**src/rtl/mesh_port_arbiter.sv**
```systemverilog
// rtl/mesh_port_arbiter.sv - round-robin arbiter feeding one mesh output link from queued requesters
//
// Purpose: picks one requester FIFO head at a time (round-robin from rr_ptr),
// pops it with a one-cycle pulse, and holds the packet in a register that is
// offered downstream with the same pndng/pop handshake.
//
// Ports:
//   clk        in   rising-edge clock
//   reset      in   asynchronous active-low reset
//   pndng_in   in   [NUM_REQ]          requester i has a packet at its FIFO head
//   data_in    in   [NUM_REQ*pckg_sz]  requester i head at [i*pckg_sz +: pckg_sz]
//   pop        out  [NUM_REQ]          one-hot, one-cycle dequeue pulse
//   pndng_out  out                     holding register valid
//   data_out   out  [pckg_sz]          holding register contents
//   popin      in                      downstream consumed data_out this cycle
//   grant_id   out  [clog2(NUM_REQ)]   requester owning the held packet
//   busy       out                     high while a packet is held
//   pkt_cnt    out  [CNT_W]            packets delivered, wraps
module mesh_port_arbiter #(
   parameter int NUM_REQ = 4,
   parameter int pckg_sz = 20,
   parameter int CNT_W   = 16
) (
   input  logic                         clk,
   input  logic                         reset,
   input  logic [NUM_REQ-1:0]           pndng_in,
   input  logic [NUM_REQ*pckg_sz-1:0]   data_in,
   output logic [NUM_REQ-1:0]           pop,
   output logic                         pndng_out,
   output logic [pckg_sz-1:0]           data_out,
   input  logic                         popin,
   output logic [$clog2(NUM_REQ)-1:0]   grant_id,
   output logic                         busy,
   output logic [CNT_W-1:0]             pkt_cnt
);

   localparam int IDX_W = $clog2(NUM_REQ);
   localparam int PW    = IDX_W + 1;
   localparam logic [PW-1:0]    NREQ = PW'(NUM_REQ);
   localparam logic [IDX_W-1:0] LAST = IDX_W'(NUM_REQ - 1);

   typedef enum logic {IDLE, HOLD} state_t;

   state_t               state, state_nxt;
   logic [IDX_W-1:0]     rr_ptr, rr_nxt;
   logic [IDX_W-1:0]     g;
   logic                 found;
   logic [PW-1:0]        idx;

   logic [NUM_REQ-1:0]   pop_nxt;
   logic                 pndng_nxt;
   logic [pckg_sz-1:0]   data_nxt;
   logic [IDX_W-1:0]     grant_nxt;
   logic                 busy_nxt;
   logic [CNT_W-1:0]     cnt_nxt;

   // Rotating priority search. idx carries one extra bit so rr_ptr+k can be
   // folded back below NUM_REQ even when NUM_REQ is not a power of two.
   always_comb begin
      found = 1'b0;
      g     = '0;
      idx   = '0;
      for (int k = 0; k < NUM_REQ; k++) begin
         idx = {1'b0, rr_ptr} + PW'(k);
         if (idx >= NREQ) idx = idx - NREQ;
         if (!found && pndng_in[idx[IDX_W-1:0]]) begin
            found = 1'b1;
            g     = idx[IDX_W-1:0];
         end
      end
   end

   // State register and registered outputs
   always_ff @(posedge clk or negedge reset) begin
      if (!reset) begin
         state     <= IDLE;
         rr_ptr    <= '0;
         pop       <= '0;
         pndng_out <= 1'b0;
         data_out  <= '0;
         grant_id  <= '0;
         busy      <= 1'b0;
         pkt_cnt   <= '0;
      end else begin
         state     <= state_nxt;
         rr_ptr    <= rr_nxt;
         pop       <= pop_nxt;
         pndng_out <= pndng_nxt;
         data_out  <= data_nxt;
         grant_id  <= grant_nxt;
         busy      <= busy_nxt;
         pkt_cnt   <= cnt_nxt;
      end
   end

   // Next state. HOLD always returns through IDLE so the popped source's
   // pndng_in has settled before it can be sampled again.
   always_comb begin
      state_nxt = state;
      case (state)
         IDLE:    if (found) state_nxt = HOLD;
         HOLD:    if (popin) state_nxt = IDLE;
         default: state_nxt = IDLE;
      endcase
   end

   // Next values of the output registers
   always_comb begin
      rr_nxt    = rr_ptr;
      pop_nxt   = '0;
      pndng_nxt = pndng_out;
      data_nxt  = data_out;
      grant_nxt = grant_id;
      busy_nxt  = busy;
      cnt_nxt   = pkt_cnt;
      case (state)
         IDLE: begin
            if (found) begin
               pop_nxt   = NUM_REQ'(1) << g;
               data_nxt  = data_in[g*pckg_sz +: pckg_sz];
               grant_nxt = g;
               pndng_nxt = 1'b1;
               busy_nxt  = 1'b1;
               rr_nxt    = (g == LAST) ? '0 : g + 1'b1;
            end
         end
         HOLD: begin
            if (popin) begin
               pndng_nxt = 1'b0;
               busy_nxt  = 1'b0;
               cnt_nxt   = pkt_cnt + 1'b1;
            end
         end
         default: ;
      endcase
   end

endmodule

```
**config.mk**
```make
export PLATFORM = sky130hd
export DESIGN_NAME = mesh_port_arbiter
export DESIGN_NICKNAME = d
export VERILOG_FILES = /design/src/rtl/mesh_port_arbiter.sv
export SDC_FILE = /design/constraint.sdc
export NUM_CORES = 1
export LEC_CHECK = 0
export CAP_MARGIN = 20
export CORE_ASPECT_RATIO = 1.5
export CORE_MARGIN = 4
export CORE_UTILIZATION = 42
export CTS_CLUSTER_DIAMETER = 100
export DETAILED_ROUTE_END_ITERATION = 8
export PLACE_DENSITY = 0.86
export SLEW_MARGIN = 10
export SYNTH_ARGS = -nofsm -noshare
export SYNTH_HDL_FRONTEND = slang
export SYNTH_SLANG_ARGS = --single-unit
```
**constraint.sdc**
```tcl
create_clock -name clk -period 3.2 [get_ports clk]
set_clock_uncertainty 0.1 [all_clocks]
set_input_delay 0.8 -clock clk [delete_from_list [all_inputs] [get_ports clk]]
set_output_delay 0.8 -clock clk [all_outputs]
set_load 0.02 [all_outputs]
```
==> metrics.txt, run 1 <==
H-Tree Depth=2; Logic pwr share=0.518; GRT overflow=0; worst slew pin tran=around 0.57 ns; Leakage=0.00167 uW; clock sink count=46; Routed WL=roughly 7500 um; sequential power share=0.354; PortBufs=130; cell area after synthesis=between 0.002 and 0.0025 mm^2; Avg WL per Cell=about 18 um; P_int=roughly 1600 uW; Final Hold Viols=0; total CTS buffers=5; largest net degree at the start of global routing=47; part of the Yosys area used for sequential elements=0.483; Yosys cell types=31; non-filler cells, final=just over 400; Clock transition at path regs=~0.080 ns; Initial Util=0.434; power per cell area=about 670 mW/mm^2; vias per std cell=between 5 and 6; Final nets=432; first-pass GRT wire length=~12,000 um; HP Class=input pin to asynchronous set/reset pin; register-to-register setup slack=1.26 ns; Max-slew headroom=0.616; RSZ-0062 raised after global routing=false; All-Layer GR Usage=0.217; Setup TNS Final=0 ns; ANT nets after route=0; fin crit share=0.821; Syn Area/Cell=about 11 um^2; routed via count=approximately 2.2k; Max Clock Freq=around 380 MHz; crit path kind=input pin to flop; CTS tree=built; starting DRC count in detailed routing=85; PostCTS Resize Cnt=0; GPL Wtd Cong=between 0.8 and 0.9; setup bufs post-CTS=0; initial antenna violation count=0; Max Root-Sink Buffers=2; row count=33; DRC viols=0; Max Cap Viol=0; die area=about 0.0070 mm^2; Die H=100 um; Synth Net Count=between 300 and 400; Cells after Synth=approximately 210; ant diodes=0; layout cell share with drive strength beyond 1=0.0612; # fillers=approximately 410; core area=approximately 0.0055 mm^2; Critical Path RT=3.25 ns; Arr. time, crit path=2.67 ns; placed cell count=slightly above 400; area grow syn2layout=60.8%; max-slew violation count=0; Worst setup EP type=flop; # hold bufs at CTS=0; status=completed; CP Launch Type=input pin; post-detail-place hpwl=about 5700 um; critical-path maximum fanout=21; clock root cell=clkbuf_8; io pins=about 130; final setup violation count=0; Synth Warn #=0; die width=approximately 70 um; first-pass detailed-route iteration total=4; Max VDD drop=about 0.56 mV; Sw Share=0.381; vias in the first global route=between 2k and 2.5k; Final Critical Period=2.63 ns; later-pin clock latency in the skew report=0.29 ns; synthesis-stage register bit count=between 40 and 50; clock share of power=0.128; sw power=approximately 1000 uW
[per-layer routing]
| layer | GRT usage | share of wire | routed length, um | vias up |
|---|---|---|---|---|
| met2 | 0.350 | 0.48 | 3610 | 109 |
| li1 | - | - | - | 1038 |
| met5 | 0 | 0 | 0 | - |
| met4 | 0.0632 | 0.016 | 120 | 0 |
| met3 | 0.0852 | 0.10 | 757 | 11 |
| met1 | 0.269 | 0.40 | 2980 | 1030 |
[critical path: stages]
cell             delay (ns)
clkdlybuf4s50_1        0.61
nor2b_1                0.10
a21boi_1               0.15
o32ai_2                0.35
inv_2                  0.11
nand2_2                0.35
o221ai_1               0.20
[state kept, by name, summed over array words and instances, names as in the netlist]
| signal | cells |
|---|---|
| pkt_cnt | 16 |
| grant_id | 2 |
| busy | 1 |
| rr_ptr | 2 |
| state | 1 |
| data_out | 20 |
| pop | 4 |
[cells in the final DEF, fill, tap and decap left out, types with 3 or more instances in the layout]
cell	count
clkdlybuf4s50_1	129
dfrtp_1	46
mux2i_1	41
nand2_1	35
o221ai_1	19
xnor2_1	13
nor2_1	9
nand4_1	5
clkbuf_8	5
nor2b_1	4
nand3_1	4
buf_4	3
[per-stage QoR]
step | cell area (um^2) | hold WS, ns | total power, uW | util | setup slack (ns)
after global placement | 3730 | 0.359 | 2200 | 0.679 | 0.387
after CTS | 3810 | 0.382 | 2560 | 0.694 | 0.605
after detailed placement | 3730 | 0.364 | 2230 | 0.679 | 0.296
final | 3830 | 0.264 | 2550 | 0.697 | 0.572
after global routing | 3830 | 0.265 | 2700 | 0.697 | 0.447
after floorplan | 2380 | 0.401 | 1630 | - | 1.09
[worst paths after layout]
kind | cells past startpoint | to | start
worst min register to register | 1 | pkt_cnt[15]$_DFFE_PN0P_ | pkt_cnt[15]$_DFFE_PN0P_
min in group clk | 1 | pkt_cnt[15]$_DFFE_PN0P_ | pkt_cnt[15]$_DFFE_PN0P_
worst max register to register | 6 | data_out[16]$_DFFE_PN0P_ | rr_ptr[0]$_DFFE_PN0P_
max in group asynchronous | 2 | data_out[12]$_DFFE_PN0P_ | reset
worst max-delay path | 7 | data_out[15]$_DFFE_PN0P_ | pndng_in[1]
worst min-delay path | 1 | data_out[1]$_DFFE_PN0P_ | reset
[power by group through the flow]
stage	combinational, uW	sequential, uW	clock, uW
2_1_floorplan	525	1100	0
3_3_place_gp	1290	910	0
3_5_place_dp	1320	914	0
4_1_cts	1320	903	337
5_1_grt	1410	929	364
6_report	1320	903	326
[area by class of cell]
cell class	instances	area, um^2	share of cell area
clock buffers	5	68.8	0.0180
clock inverters	2	10.0	0.00261
well taps	70	87.6	0.0229
flip-flops and latches	46	1150	0.301
repair buffers	135	1360	0.355
multi-input cells	153	1150	0.299
inverters	2	7.51	0.00196
[synthesized netlist by cell type]
| master | n | area share |
|---|---|---|
| nand3_1 | 4 | 0.0084 |
| nor4_1 | 1 | 0.0026 |
| a21boi_1 | 1 | 0.0032 |
| o32ai_2 | 1 | 0.0068 |
| nor3_1 | 1 | 0.0021 |
| or2_2 | 1 | 0.0026 |
| and2_1 | 1 | 0.0026 |
| nand4_1 | 5 | 0.013 |
| mux2_2 | 1 | 0.0047 |
| nand2_2 | 1 | 0.0026 |
| mux2i_1 | 41 | 0.17 |
| o221ai_2 | 1 | 0.0063 |
| o221ai_4 | 1 | 0.011 |
| ha_1 | 2 | 0.011 |
| nand2_1 | 35 | 0.055 |
| xnor2_1 | 13 | 0.048 |
| dfrtp_1 | 46 | 0.48 |
| inv_2 | 1 | 0.0016 |
| buf_4 | 7 | 0.022 |
| and4_1 | 2 | 0.0074 |
| o221ai_1 | 19 | 0.070 |
| o21a_1 | 2 | 0.0063 |
| inv_1 | 1 | 0.0016 |
| nor2b_1 | 4 | 0.011 |
| o21ai_0 | 2 | 0.0042 |
| nor3b_1 | 1 | 0.0032 |
| o21ai_2 | 1 | 0.0037 |
| or3_1 | 1 | 0.0026 |
| xor2_1 | 2 | 0.0074 |
| buf_2 | 5 | 0.011 |
| nor2_1 | 9 | 0.014 |
[cells by family (layout without fill, tap and decap cells)]
family	after synthesis	in the layout	share of synthesized area
xor gates and xnor gates	15	15	0.0551
AOI/OAI and AO/OA	28	28	0.111
adders and majority gates	2	2	0.0105
and+or+nand+nor	66	66	0.127
DFF	46	46	0.483
muxes	42	42	0.177
buffers and inverters	14	144	0.0357
Power figures use the tool's default switching activity.
==> run 2, diff against run 1 <==
--- a/config.mk
+++ b/config.mk
@@ -8,10 +8,10 @@
 export CAP_MARGIN = 20
 export CORE_ASPECT_RATIO = 1.5
 export CORE_MARGIN = 4
-export CORE_UTILIZATION = 42
+export CORE_UTILIZATION = 39
 export CTS_CLUSTER_DIAMETER = 100
 export DETAILED_ROUTE_END_ITERATION = 8
-export PLACE_DENSITY = 0.86
+export PLACE_DENSITY = 0.81
 export SLEW_MARGIN = 10
 export SYNTH_ARGS = -nofsm -noshare
 export SYNTH_HDL_FRONTEND = slang
==> constraint.sdc (replaced) <==
create_clock -name clk -period 2.7 [get_ports clk]
set_clock_uncertainty 0.1 [all_clocks]
set_input_delay 0.675 -clock clk [delete_from_list [all_inputs] [get_ports clk]]
set_output_delay 0.675 -clock clk [all_outputs]
set_load 0.02 [all_outputs]
==> metrics.txt, run 2 (synthesis results as in run 1) <==
Max Clock Freq=around 420 MHz; RSZ-0062 raised after global routing=false; first-pass detailed-route iteration total=5 (+1); HP Class=input pin to asynchronous set/reset pin; Leakage=0.00175 uW (+5.0%); Final Hold Viols=0 (unchanged); row count=34 (+3.0%); critical-path maximum fanout=18 (-14%); M1 GR Usage=0.244 (-0.0258); Power, Total=3210 uW (+26%); most flop-heavy register=data_out; Die H=104 um (+3.5%); H-Tree Depth=2 (unchanged); Logic pwr share=0.512 (-0.006); CP Launch Type=input pin; top flop regs=data_out: 20 flops, pkt_cnt: 16 flops, pop: 4 flops; layout cell share with drive strength beyond 1=0.0899 (+0.0287); Final nets=444 (+2.8%); Clock transition at path regs=0.09 ns (about the same); # hold bufs at CTS=0 (unchanged); GPL Wtd Cong=0.861 (+1.0%); All-Layer GR Usage=0.206 (-0.0108); Arr. time, crit path=2.42 ns (-0.25 ns); crit path kind=input pin to flop; grt met3 use=0.0610 (-0.0241); Routed WL=7750 um (+3.9%); PortBufs=130 (unchanged); worst reg2reg path startpoint=rr_ptr[0]$_DFFE_PN0P_; routed via count=2,230 (+1.9%); GR peak layer=met2; Final Critical Period=~2.4 ns; Worst setup EP type=flop; sw power=1150 uW (+19%); post-detail-place hpwl=6160 um (+7.4%); die area=0.00745 mm^2 (+6.9%); core area=0.00587 mm^2 (+6.9%); GRT overflow=0 (unchanged); first-pass GRT wire length=12,000 um (-0.23%); io pins=131 (unchanged); DRC viols=0 (unchanged); P_int=2050 uW (+30%); Initial Util=0.406 (-0.0280); ANT nets after route=0 (unchanged); max reg flops=20 (unchanged); Max Root-Sink Buffers=2 (unchanged); sequential power share=0.333 (-0.021); Sw Share=0.360 (-0.0215); initial antenna violation count=0 (unchanged); CTS tree=built; fin crit share=0.874; clock root cell=clkbuf_8; total CTS buffers=5 (unchanged); area grow syn2layout=67.4%; setup bufs post-CTS=0 (unchanged); most frequent cells in the layout=clkdlybuf4s50_1 (129), dfrtp_1 (46), mux2i_1 (41); status=completed; later-pin clock latency in the skew report=0.29 ns (about the same); die width=71.8 um (+3.3%); starting DRC count in detailed routing=76 (-11%); ant diodes=0 (unchanged); Setup TNS Final=0 ns (unchanged); power per cell area=804 mW/mm^2 (+21%); final setup violation count=0 (unchanged); Max Cap Viol=0 (unchanged); grt met2 use=0.345 (-0.00461); vias per std cell=5.21 (-1.7%); Max VDD drop=0.412 mV (-27%); Avg WL per Cell=18.1 um (+0.25%); critical path startpoint=pndng_in[0]; Max-slew headroom=0.654 (+0.0377); clock sink count=46 (unchanged); vias in the first global route=2,305 (+4.4%); max-slew violation count=0 (unchanged); largest net degree at the start of global routing=41 (-13%); worst slew pin tran=0.519 ns (-0.0522 ns); PostCTS Resize Cnt=0 (unchanged); Critical Path RT=2.76 ns (-0.49 ns); clock share of power=0.155 (+0.027); commonest non-fill, non-tap cell in the layout=clkdlybuf4s50_1; final core utilization=0.679 (-0.0182)
## run 2: cell types whose count changed in the layout (fill, tap and decap cells not counted), sizes merged
cell / before / now
clkbuf: 5 / 7
bufinv: 0 / 1
buf: 6 / 18
clkinv: 2 / 0
## run 2: area by class of cell
| cell class | count | area [um^2] |
|---|---|---|
| clock buffer | 7 | 76.3 |
| clock inverter | 1 | 30.0 |
| fill | 482 | 1880 |
| inverter | 2 | 7.51 |
| multi-input combinational | 153 | 1150 |
| sequential | 46 | 1150 |
| tap | 72 | 90.1 |
| timing repair buffer | 147 | 1490 |
## run 2: routing by layer
layer / share of wire / vias up
li1: - / 1057
met1: 0.39 / 1055
met2: 0.50 / 106
met3: 0.088 / 12
met4: 0.024 / 0
met5: 0 / -
## run 2: path summary, 6_finish.rpt
check                                           endpoint  slack (ns)  cells after the start
worst min-delay path            data_out[19]$_DFFE_PN0P_        0.10                      1
min in group clk                 pkt_cnt[15]$_DFFE_PN0P_        0.37                      1
max in group asynchronous       data_out[18]$_DFFE_PN0P_        1.65                      2
worst min register to register   pkt_cnt[15]$_DFFE_PN0P_        0.37                      1
worst max register to register   data_out[4]$_DFFE_PN0P_        0.86                      7
worst max-delay path             data_out[4]$_DFFE_PN0P_        0.34                      8
## run 2: per-stage QoR
step	area, um^2	worst slack, ns	cells	hold slack [ns]
floorplan	2380	0.719	213	0.279
global placement	3880	0.0820	420	0.363
detailed placement	3880	0.0373	420	0.362
CTS	3990	0.352	428	0.0957
global route	3990	0.260	428	0.0987
finish	3990	0.340	428	0.101
## run 2: power by group through the flow
stage / sequential, uW / clock, uW / combinational [uW]
floorplan: 1310 / 0 / 622
global placement: 1070 / 0 / 1630
detailed placement: 1080 / 0 / 1660
CTS: 1070 / 513 / 1660
global route: 1100 / 537 / 1750
finish: 1070 / 497 / 1640
## run 2: critical path: stages
cell	delay (ns)
clkdlybuf4s50_1	0.51
nor2b_1	0.18
nor2_1	0.10
o221ai_4	0.19
buf_12	0.20
buf_12	0.14
mux2i_1	0.25
o221ai_1	0.16
